File: config.mk
export PLATFORM = sky130hd
export DESIGN_NAME = if_fetch_unit_flat
export DESIGN_NICKNAME = d
export VERILOG_FILES = /design/src/rtl/if_fetch_unit_if.sv /design/src/rtl/if_fetch_unit.sv /design/src/flat_wrapper.sv
export SDC_FILE = /design/constraint.sdc
export NUM_CORES = 1
export LEC_CHECK = 0
export BUFFER_PORTS_ARGS = -buffer_cell sky130_fd_sc_hd__buf_2
export CAP_MARGIN = 20
export CORE_MARGIN = 5
export CORE_UTILIZATION = 35
export DETAILED_ROUTE_END_ITERATION = 10
export SYNTH_ARGS = -nofsm -noshare
export SYNTH_HDL_FRONTEND = slang
export SYNTH_SLANG_ARGS = --single-unit
File: constraint.sdc
create_clock -name clk -period 6.8 [get_ports clk]
set_input_delay 0.68 -clock clk [delete_from_list [all_inputs] [get_ports clk]]
set_output_delay 0.68 -clock clk [all_outputs]
set_load 0.02 [all_outputs]
File: src/rtl/if_fetch_unit_if.sv
// Instruction-memory bus between the fetch stage (master) and imem (slave).
// Request: one transfer per cycle where req_valid && req_ready; response: rsp_valid is a one-cycle, unstallable pulse.
interface if_fetch_unit_if #(
  parameter int IW = 32,
  parameter int AW = 32
);
  logic          imem_req_valid;
  logic          imem_req_ready;
  logic [AW-1:0] imem_req_addr;
  logic          imem_rsp_valid;
  logic [IW-1:0] imem_rsp_data;

  modport master (
    output imem_req_valid,
    output imem_req_addr,
    input  imem_req_ready,
    input  imem_rsp_valid,
    input  imem_rsp_data
  );

  modport slave (
    input  imem_req_valid,
    input  imem_req_addr,
    output imem_req_ready,
    output imem_rsp_valid,
    output imem_rsp_data
  );
endinterface

File: src/rtl/if_fetch_unit.sv
// Instruction fetch stage: PC, credit-limited imem requests, 2-entry response queue, redirect/drain.
// Optional delivered-instruction counter enabled by defining IF_FETCH_CNT_EN.
module if_fetch_unit #(
  parameter int            IW       = 32,
  parameter int            AW       = 32,
  parameter logic [AW-1:0] RESET_PC = '0
) (
  input  logic              clk,
  input  logic              rst,
  if_fetch_unit_if.master   imem,
  input  logic              redirect_valid,
  input  logic [AW-1:0]     redirect_pc,
  input  logic              stall,
  output logic [IW-1:0]     instruction_out,
  output logic              instr_valid,
  output logic [AW-1:0]     instr_pc,
  output logic [31:0]       fetch_count,
  output logic              state_dbg
);

  typedef enum logic {FETCH = 1'b0, DRAIN = 1'b1} state_t;

  state_t        state, state_n;
  logic [AW-1:0] pc, pc_n;
  logic [1:0]    os, os_n;
  logic [1:0]    drop, drop_n;
  logic [1:0]    cnt;
  logic [AW-1:0] f_pc  [2];
  logic [IW-1:0] f_ins [2];
  logic          hs, rsp, pop, push, flush;
  logic [AW-1:0] rsp_pc;

  assign imem.imem_req_valid = !rst && (state == FETCH) && !redirect_valid &&
                               (({1'b0, os} + {1'b0, cnt}) < 3'd2);
  assign imem.imem_req_addr  = pc;

  assign hs  = imem.imem_req_valid && imem.imem_req_ready;
  assign rsp = imem.imem_rsp_valid;

  assign instr_valid     = (cnt != 2'd0);
  assign instruction_out = instr_valid ? f_ins[0] : '0;
  assign instr_pc        = instr_valid ? f_pc[0]  : '0;
  assign pop             = instr_valid && !stall;
  assign state_dbg       = (state == DRAIN);

  // In FETCH every outstanding request belongs to the current stream, so the
  // oldest one was issued os words behind the PC.
  assign rsp_pc = pc - {{(AW-4){1'b0}}, os, 2'b00};

  always_comb begin
    state_n = state;
    pc_n    = pc;
    os_n    = os + {1'b0, hs} - {1'b0, rsp};
    drop_n  = drop;
    push    = 1'b0;
    flush   = 1'b0;
    if (redirect_valid) begin
      flush   = 1'b1;
      pc_n    = redirect_pc;
      drop_n  = os_n;
      state_n = (os_n != 2'd0) ? DRAIN : FETCH;
    end else begin
      case (state)
        FETCH: begin
          if (hs) pc_n = pc + AW'(4);
          push = rsp;
        end
        DRAIN: begin
          if (rsp) begin
            drop_n = drop - 2'd1;
            if (drop == 2'd1) state_n = FETCH;
          end
        end
        default: state_n = FETCH;
      endcase
    end
  end

  always_ff @(posedge clk or posedge rst) begin
    if (rst) begin
      state <= FETCH;
      pc    <= RESET_PC;
      os    <= 2'd0;
      drop  <= 2'd0;
    end else begin
      state <= state_n;
      pc    <= pc_n;
      os    <= os_n;
      drop  <= drop_n;
    end
  end

  // Entry 0 is always the head; entry 1 shifts down on a pop.
  always_ff @(posedge clk or posedge rst) begin
    if (rst) begin
      cnt      <= 2'd0;
      f_pc[0]  <= '0;
      f_pc[1]  <= '0;
      f_ins[0] <= '0;
      f_ins[1] <= '0;
    end else if (flush) begin
      cnt <= 2'd0;
    end else begin
      case ({push, pop})
        2'b10: begin
          if (cnt == 2'd0) begin
            f_pc[0]  <= rsp_pc;
            f_ins[0] <= imem.imem_rsp_data;
          end else begin
            f_pc[1]  <= rsp_pc;
            f_ins[1] <= imem.imem_rsp_data;
          end
          cnt <= cnt + 2'd1;
        end
        2'b01: begin
          f_pc[0]  <= f_pc[1];
          f_ins[0] <= f_ins[1];
          cnt      <= cnt - 2'd1;
        end
        2'b11: begin
          if (cnt == 2'd1) begin
            f_pc[0]  <= rsp_pc;
            f_ins[0] <= imem.imem_rsp_data;
          end else begin
            f_pc[0]  <= f_pc[1];
            f_ins[0] <= f_ins[1];
            f_pc[1]  <= rsp_pc;
            f_ins[1] <= imem.imem_rsp_data;
          end
        end
        default: cnt <= cnt;
      endcase
    end
  end

`ifdef IF_FETCH_CNT_EN
  logic [31:0] fetch_cnt_q;
  always_ff @(posedge clk or posedge rst) begin
    if (rst)      fetch_cnt_q <= 32'd0;
    else if (pop) fetch_cnt_q <= fetch_cnt_q + 32'd1;
  end
  assign fetch_count = fetch_cnt_q;
`else
  assign fetch_count = 32'd0;
`endif

endmodule

File: src/flat_wrapper.sv
// flat-port wrapper written by rule: the top's interface ports become plain ports
module if_fetch_unit_flat 
#(
  parameter int            IW       = 32,
  parameter int            AW       = 32,
  parameter logic [AW-1:0] RESET_PC = '0
)
  (clk, rst, redirect_valid, redirect_pc, stall, instruction_out, instr_valid, instr_pc, fetch_count, state_dbg, imem_imem_req_valid, imem_imem_req_addr, imem_imem_req_ready, imem_imem_rsp_valid, imem_imem_rsp_data);
  if_fetch_unit_if #(.IW(IW), .AW(AW)) imem_i ();
  input  logic clk;
  input  logic rst;
  input  logic redirect_valid;
  input  logic [AW-1:0] redirect_pc;
  input  logic stall;
  output logic [IW-1:0] instruction_out;
  output logic instr_valid;
  output logic [AW-1:0] instr_pc;
  output logic [31:0] fetch_count;
  output logic state_dbg;
  output wire logic [$bits(imem_i.imem_req_valid)-1:0] imem_imem_req_valid;
  output wire logic [$bits(imem_i.imem_req_addr)-1:0] imem_imem_req_addr;
  input wire logic [$bits(imem_i.imem_req_ready)-1:0] imem_imem_req_ready;
  input wire logic [$bits(imem_i.imem_rsp_valid)-1:0] imem_imem_rsp_valid;
  input wire logic [$bits(imem_i.imem_rsp_data)-1:0] imem_imem_rsp_data;
  assign imem_imem_req_valid = imem_i.imem_req_valid;
  assign imem_imem_req_addr = imem_i.imem_req_addr;
  assign imem_i.imem_req_ready = imem_imem_req_ready;
  assign imem_i.imem_rsp_valid = imem_imem_rsp_valid;
  assign imem_i.imem_rsp_data = imem_imem_rsp_data;
  if_fetch_unit #(.IW(IW), .AW(AW), .RESET_PC(RESET_PC)) u_core (.clk(clk), .rst(rst), .imem(imem_i), .redirect_valid(redirect_valid), .redirect_pc(redirect_pc), .stall(stall), .instruction_out(instruction_out), .instr_valid(instr_valid), .instr_pc(instr_pc), .fetch_count(fetch_count), .state_dbg(state_dbg));
endmodule
==> reports/results.env, run 1 <==
HOLD_VIOLATIONS=0
ASYNC_RESET_FF_SHARE_PCT=100.0
CLK_LATENCY_PS=430
TRITONCTS='yes'
GRT_START_MAX_NET_PINS=108
FINAL_CORE_UTIL_PCT=41.44
MAX-CLOCK-PATH-BUFFERS=2
SETUP_TOTAL_NEGATIVE_SLACK_PS=0
SYNTH.YOSYS.SEQ_AREA_SHARE_PCT=47.55
ARRIVAL_PS=3700
GRT_OVERFLOW_TOTAL=0
POST_SYNTH_INST_COUNT=922
HTREE_LEVELS=4
HOLD_DEPTH=3
CP_MAX_FO=67
PLACEMENTROWS=58
FINAL_ANTENNA_NET_COUNT=0
FIRST_PASS_ITERS=5
VDD_DROP_MAX_mV=0.2160
ROUTED-VIA-COUNT=6811
KIND_OF_CRITICAL_PATH='flip-flop to flip-flop'
DESIGN.PORTCOUNT=201
AREA_DELTA_SYNTH_FINAL_PCT=17.71
POST_SYNTH_EDFFS=0
FIRST_GLOBAL_VIAS=6675
RUN_STATUS='finished, final reports clean'
STATIC-LEAKAGE-POWER_nW=4.557
FINAL_MAX_SLEW_VIOL_COUNT=0
CRITICAL_PATH.STARTPOINT_TYPE='flip-flop'
WORST_SLACK_PS=3443
FINISH.NET_COUNT=1127
MAXCAP_VIOL_COUNT=0
GRT_SETUP_UNREPAIRED='false'
POST_DRT_VIA_CELL_RATIO=4.911
GP_CONGESTION=0.8085
SYNTH_FLOP_CELL='sky130_fd_sc_hd__dfrtp_1'
DRT-TOTAL-WL_MM=21.79
DRIVE_ABOVE_1_SHARE_PCT=25.35
FINAL_DESIGN_AREA_NO_FILL_UM2=10340
GRT_PASS1_WL_MM=35.65
SETUP_SLACK_PLACEMENT_PS=3113
NUMCTSBUFFERS=17
ROOT_BUFFER='sky130_fd_sc_hd__clkbuf_16'
REQUIRED_PS=7140
POST_DRT_WL_PER_CELL_UM=15.71
POST_SYNTH.CELL_AREA_AVG_UM2=9.532
REPORT.FINAL.SETUP_VIOL=0
HPWL_MM=14.73
PORT-BUFFER-COUNT=168
SYNTH-WARNING-COUNT=0
POST-ROUTE-MIN-PERIOD_PS=3357
FILLERS=2471
START_UTIL_PCT=35.20
WORST_SLEW_PIN_SLEW_PS=983.0
TIMING.REG2REG.WORST_PATH_DEPTH=9
FIN_CRIT_SH_PCT=49.36
POWER_DENSITY_nW_PER_UM2=422.5
FINAL_CELL_MIX='168 x sky130_fd_sc_hd__buf_2, 167 x sky130_fd_sc_hd__dfrtp_1, 140 x sky130_fd_sc_hd__nor2_1, 66 x sky130_fd_sc_hd__nor2b_1, 53 x sky130_fd_sc_hd__nand2_1'
DPL_CELL_AREA_UM2=9729
CTS.REPORTEDPATHS.CLKPINSLEW_PS=70
CTS.HOLD.BUFFERS_ADDED=0
YOSYS.CELL_TYPES.COUNT=52
DIEWIDTH_UM=168.5
YOSYS_REGISTER_BITS=167
INITIAL_ANTENNA_VIOLATION_COUNT=0
CLKSINKCOUNT=167
SLEW_HEADROOM_PCT=33.55
SYN_AREA_UM2=8788
POST_CTS.RESIZED_INSTANCES=0
INSERTEDDIODECOUNT=0
CORE_BOX_AREA_UM2=24960
ROUTE.DETAILED.DRC=0
DIE_Y_UM=168.5
FINALCLOCKSKEW_PS=10.92
DETAILEDROUTE.FIRSTITERATIONVIOLATIONS=435
MAXCLOCKFREQUENCY_GHz=0.2979
GLOBAL_ROUTE.USAGE.TOTAL_PCT=15.35
DIE_AREA_UM2=28380
POST_CTS.REPAIR.SETUP_BUFFERS=0
LAYOUT_COMMONEST_CELL='sky130_fd_sc_hd__buf_2'
HOLD_CLASS='input pin to flip-flop'
ELEMENT_TYPE_AT_THE_CRITICAL_PATH_END='flip-flop'
## layout make-up
type,count,area (µm²),share of cell area (%)
Sequential cell,167,4179,40.40
Tap cell,330,412.9,3.991
Timing Repair Buffer,177,908.4,8.781
Inverter,19,76.32,0.7378
Clock buffer,17,425.4,4.112
Clock inverter,15,190.2,1.838
Multi-Input combinational cell,662,4153,40.14
## stage by stage
| stage | hold WS, ps | std cells | total power, mW |
|---|---|---|---|
| final | 455.6 | 1387 | 4.371 |
| after global placement | 456.7 | 1355 | 3.367 |
| after detailed placement | 466.8 | 1355 | 3.407 |
| after floorplan | 442.2 | 953 | 2.890 |
| after global routing | 446.1 | 1387 | 4.692 |
| after CTS | 437.0 | 1387 | 4.435 |
## cells in the mapped netlist, drive strengths merged (2+ instances only)
library cell / n / area share (%)
a211oi: 2 / 0.17
a21oi: 46 / 2.6
a221oi: 41 / 4.1
a22oi: 2 / 0.17
a31oi: 2 / 0.14
and3: 5 / 0.36
and4: 4 / 0.40
buf: 44 / 3.5
clkbuf: 61 / 2.6
dfrtp: 167 / 48
fa: 2 / 0.46
ha: 11 / 1.6
inv: 19 / 0.81
mux2: 45 / 5.8
mux2i: 4 / 0.46
nand2: 54 / 2.3
nand2b: 2 / 0.14
nand3: 16 / 0.97
nand3b: 4 / 0.34
nand4: 18 / 1.3
nand4bb: 2 / 0.26
nor2: 140 / 6.0
nor2b: 66 / 4.7
nor3: 12 / 0.68
nor4: 12 / 1.0
nor4b: 4 / 0.54
o21a: 4 / 0.34
o21ai: 44 / 2.5
o22ai: 13 / 0.93
or2: 2 / 0.14
or3: 3 / 0.21
or4: 3 / 0.30
xnor2: 30 / 3.0
xor2: 27 / 2.7
## cell families (layout without fill, tap and decap cells)
| logic type | Yosys count | after routing | synth area share, % |
|---|---|---|---|
| xor gates and xnor gates | 57 | 57 | 5.681 |
| other | 1 | 32 | 0.04267 |
| adders and majority gates | 13 | 13 | 2.022 |
| and+or+nand+nor | 351 | 351 | 20.00 |
| DFF | 167 | 167 | 47.55 |
| muxes | 49 | 49 | 6.222 |
| AOI/OAI and AO/OA | 160 | 160 | 11.55 |
| buffers and inverters | 124 | 228 | 6.933 |
## critical path, cell delays in order (launching register included)
cell                       delay (ps)
sky130_fd_sc_hd__dfrtp_1          360
sky130_fd_sc_hd__inv_1            140
sky130_fd_sc_hd__ha_2             200
sky130_fd_sc_hd__buf_4            580
sky130_fd_sc_hd__nand3b_1         260
sky130_fd_sc_hd__a21oi_4          190
sky130_fd_sc_hd__buf_4            580
sky130_fd_sc_hd__nand2_1          510
sky130_fd_sc_hd__o211a_1          350
sky130_fd_sc_hd__o211ai_1          70
## sequential cells by signal (all words and copies together) (netlist names)
name / cells
u_core.f_ins: 64
u_core.f_pc: 64
u_core.state_dbg: 1
u_core.cnt: 2
u_core.imem.imem_req_addr: 32
u_core.os: 2
u_core.drop: 2
## power breakdown
group	internal, mW	switching, mW
Sequential	1.41	0.242
Clock	0.586	0.426
Combinational	0.668	1.04
## final timing paths
| kind | slack, ps | from | endpoint |
|---|---|---|---|
| worst max-delay path | 3440 | u_core.cnt[1] | u_core.f_pc[63] |
| worst min-delay path | 460 | redirect_pc[3] | u_core.imem.imem_req_addr[3] |
| worst max register to register | 3440 | u_core.cnt[1] | u_core.f_pc[63] |
| worst min register to register | 480 | u_core.f_pc[35] | u_core.f_pc[35] |
| max in group asynchronous | 4980 | rst | u_core.f_pc[25] |
| min in group asynchronous | 470 | rst | u_core.imem.imem_req_addr[5] |
## metal layers
metal	vias up	wire (µm)	global-route usage [%]
met4	0	266	3.952
met2	183	9818	23.55
met3	16	966	2.919
met5	-	0	0
li1	3363	-	-
met1	3249	10740	22.42
Power figures use the tool's default switching activity.
==> inputs of run 2 (changes only) <==
--- a/config.mk
+++ b/config.mk
@@ -5,6 +5,7 @@
 export SDC_FILE = /design/constraint.sdc
 export NUM_CORES = 1
 export LEC_CHECK = 0
+export ABC_AREA = 1
 export BUFFER_PORTS_ARGS = -buffer_cell sky130_fd_sc_hd__buf_2
 export CAP_MARGIN = 20
 export CORE_MARGIN = 5
==> constraint.sdc (replaced) <==
create_clock -name clk -period 3.05 [get_ports clk]
set_input_delay 0.305 -clock clk [delete_from_list [all_inputs] [get_ports clk]]
set_output_delay 0.305 -clock clk [all_outputs]
set_load 0.02 [all_outputs]
==> run 2 against run 1 <==
Clock power rose by 130%. Clock-buffer cell count did not move. Die area rose by 11%. Sequential cell count did not move. Final area rose by 11%. Largest power group is now registers.
==> reports/results.env, run 2 <==
VDD_DROP_MAX_mV=0.3454
PLACEMENTROWS=61
TRITONCTS='yes'
YOSYS_REGISTER_BITS=167
WORST_SLEW_PIN_SLEW_PS=796.1
LAYOUT_COMMONEST_CELL='sky130_fd_sc_hd__nand2_1'
POST_SYNTH_INST_COUNT=1359
STATIC-LEAKAGE-POWER_nW=5.909
ROUTED-VIA-COUNT=9065
R2R_SLACK_PS=390
POST_DRT_WL_PER_CELL_UM=14.96
INITIAL_ANTENNA_VIOLATION_COUNT=0
REQUIRED_PS=3390
DIE_Y_UM=177.2
ASYNC_RESET_FF_SHARE_PCT=100.0
FIN_CRIT_SH_PCT=87.37
DIEWIDTH_UM=177.2
SYNTH.YOSYS.SEQ_AREA_SHARE_PCT=42.72
CTS.REPORTEDPATHS.CLKPINSLEW_PS=70
CLKSINKCOUNT=167
REPORT.FINAL.SETUP_VIOL=0
POST_SYNTH.CELL_AREA_AVG_UM2=7.199
SETUP_TOTAL_NEGATIVE_SLACK_PS=0
FINAL_CORE_UTIL_PCT=41.36
GP_CONGESTION=0.9207
MAXCLOCKFREQUENCY_GHz=0.3753
POWER_DENSITY_nW_PER_UM2=839.6
AREA_DELTA_SYNTH_FINAL_PCT=17.13
SYNTH-WARNING-COUNT=0
FIRST_GLOBAL_VIAS=8653
SYNTHTOPCELLSBYAREA='sky130_fd_sc_hd__dfrtp_1 43%, sky130_fd_sc_hd__nand2_1 15%, sky130_fd_sc_hd__nor2_1 7.8%, sky130_fd_sc_hd__inv_1 5.3%, sky130_fd_sc_hd__o21ai_0 3.8%'
SLEW_HEADROOM_PCT=46.80
INSERTEDDIODECOUNT=0
KIND_OF_CRITICAL_PATH='flip-flop to flip-flop'
SYN_AREA_UM2=9783
DRT-TOTAL-WL_MM=28.21
POST_DRT_VIA_CELL_RATIO=4.806
MAX-CLOCK-PATH-BUFFERS=2
TOP_USAGE_LAYER='met2'
POST_SYNTH_EDFFS=0
FINALCLOCKSKEW_PS=9.600
YOSYS.CELL_TYPES.COUNT=36
MOST_FREQUENTLY_USED_CELL_TYPE_IN_THE_POST_SYNTHESIS_NETLIST='sky130_fd_sc_hd__nand2_1'
MAXCAP_VIOL_COUNT=0
DETAILEDROUTE.FIRSTITERATIONVIOLATIONS=712
GLOBALROUTEMET3UTIL_PCT=3.674
NUMCTSBUFFERS=17
ARRIVAL_PS=3000
HOLD_CLASS='input pin to asynchronous set/reset pin'
WORSTSETUPENDPOINT='u_core.f_ins[50]'
START_UTIL_PCT=35.31
FINISH.NET_COUNT=1578
CLK_LATENCY_PS=430
HTREE_LEVELS=4
MET2_USAGE_PCT=28.24
NETLIST_TOP_CELLS_COUNT='397 x sky130_fd_sc_hd__nand2_1, 204 x sky130_fd_sc_hd__nor2_1, 167 x sky130_fd_sc_hd__dfrtp_1'
WORST_R2R_ENDPOINT='u_core.f_ins[50]'
CTS.HOLD.BUFFERS_ADDED=0
TIMING.CRITICAL_PATH.FROM='u_core.cnt[0]'
GRT_PASS1_WL_MM=45.73
TIMING.REG2REG.WORST_PATH_DEPTH=9
POST_CTS.REPAIR.SETUP_BUFFERS=0
CP_MAX_FO=30
RUN_STATUS='finished, final reports clean'
DRIVE_ABOVE_1_SHARE_PCT=17.24
GRT_START_MAX_NET_PINS=84
FINAL_CELL_MIX='396 x sky130_fd_sc_hd__nand2_1, 204 x sky130_fd_sc_hd__nor2_1, 168 x sky130_fd_sc_hd__buf_2, 167 x sky130_fd_sc_hd__dfrtp_1, 137 x sky130_fd_sc_hd__inv_1'
FINAL_MAX_SLEW_VIOL_COUNT=0
FIRST_PASS_ITERS=5
PORT-BUFFER-COUNT=168
SYNTH_FLOP_CELL='sky130_fd_sc_hd__dfrtp_1'
RR_STARTPOINT='u_core.cnt[0]'
HPWL_MM=20.36
HOLD_VIOLATIONS=0
CRITICAL_PATH.STARTPOINT_TYPE='flip-flop'
DESIGN.PORTCOUNT=201
CORE_BOX_AREA_UM2=27710
POST-ROUTE-MIN-PERIOD_PS=2665
DIE_AREA_UM2=31390
GLOBAL_ROUTE.USAGE.TOTAL_PCT=17.92
MET1_USAGE_PCT=25.74
ELEMENT_TYPE_AT_THE_CRITICAL_PATH_END='flip-flop'
GRT_SETUP_UNREPAIRED='false'
POST_CTS.RESIZED_INSTANCES=0
SYNTH_TOP_CELL_AREA_SHARE_PCT=42.72
FINAL_ANTENNA_NET_COUNT=0
YOSYS.AREA.TOP_TYPE='sky130_fd_sc_hd__dfrtp_1'
ROUTE.DETAILED.DRC=0
ROOT_BUFFER='sky130_fd_sc_hd__clkbuf_16'
GRT_OVERFLOW_TOTAL=0
[run 2: cell families after synthesis]
group	Yosys count	synth area share [%]
buffers and inverters	244	11.72
flip-flops	167	42.72
AND/OR/NAND/NOR	702	29.21
other	1	0.03833
AO/OA/AOI/OAI	218	13.25
XOR/XNOR	14	1.253
adder cells (fa/ha/maj)	13	1.816
[run 2: through the flow]
| step | setup slack (ps) | hold slack (ps) | cells | power [mW] | instance area [µm²] |
|---|---|---|---|---|---|
| finish | 385.2 | 38.74 | 1886 | 9.621 | 11460 |
| global route | 170.7 | 80.46 | 1886 | 10.38 | 11460 |
| CTS | 384.2 | 53.26 | 1886 | 9.718 | 11460 |
| detailed placement | 383.0 | 465.3 | 1854 | 7.373 | 10840 |
| global placement | 477.7 | 461.1 | 1854 | 7.286 | 10840 |
| floorplan | 618.2 | 414.6 | 1390 | 6.269 | 9903 |
[run 2: layer usage]
metal | vias to the layer above | share of wire [%] | wire length, µm
met1 | 4258 | 47 | 13340
met5 | - | 0 | 0
met4 | 0 | 1.2 | 335
met3 | 21 | 6.4 | 1815
met2 | 279 | 45 | 12720
li1 | 4507 | - | -
[run 2: area by class of cell]
class	count	area, µm²
fill	2936	16250
tap	378	473.0
timing repair buffer	185	1044
clock buffer	17	425.4
sequential	167	4179
inverter	145	548.0
clock inverter	15	197.7
multi-input combinational	979	4592
[run 2: how the worst min path moves through the flow]
stage | from | endpoint | depth (start not counted)
final | rst | u_core.state_dbg | 2
after global routing | imem_imem_rsp_data[23] | u_core.f_ins[23] | 3
after CTS | rst | u_core.f_ins[60] | 2
after detailed placement | u_core.f_ins[11] | u_core.f_ins[11] | 2
after global placement | u_core.f_ins[18] | u_core.f_ins[18] | 2
after floorplan | imem_imem_rsp_data[10] | u_core.f_ins[10] | 2
[run 2: power breakdown]
part           leakage [nW]  switching [mW]  internal (mW)
registers              2.01           0.601           3.11
logic                  3.60            2.37           1.23
clock network         0.305            1.05           1.26
[run 2: worst max-delay path, stage by stage, from the launching register on]
cell,delay (ps)
sky130_fd_sc_hd__dfrtp_1,380
sky130_fd_sc_hd__inv_1,80
sky130_fd_sc_hd__ha_2,190
sky130_fd_sc_hd__nor2_2,240
sky130_fd_sc_hd__ha_1,270
sky130_fd_sc_hd__a21oi_1,130
sky130_fd_sc_hd__nor2_4,620
sky130_fd_sc_hd__buf_4,380
sky130_fd_sc_hd__a22oi_1,90
sky130_fd_sc_hd__o21ai_0,190
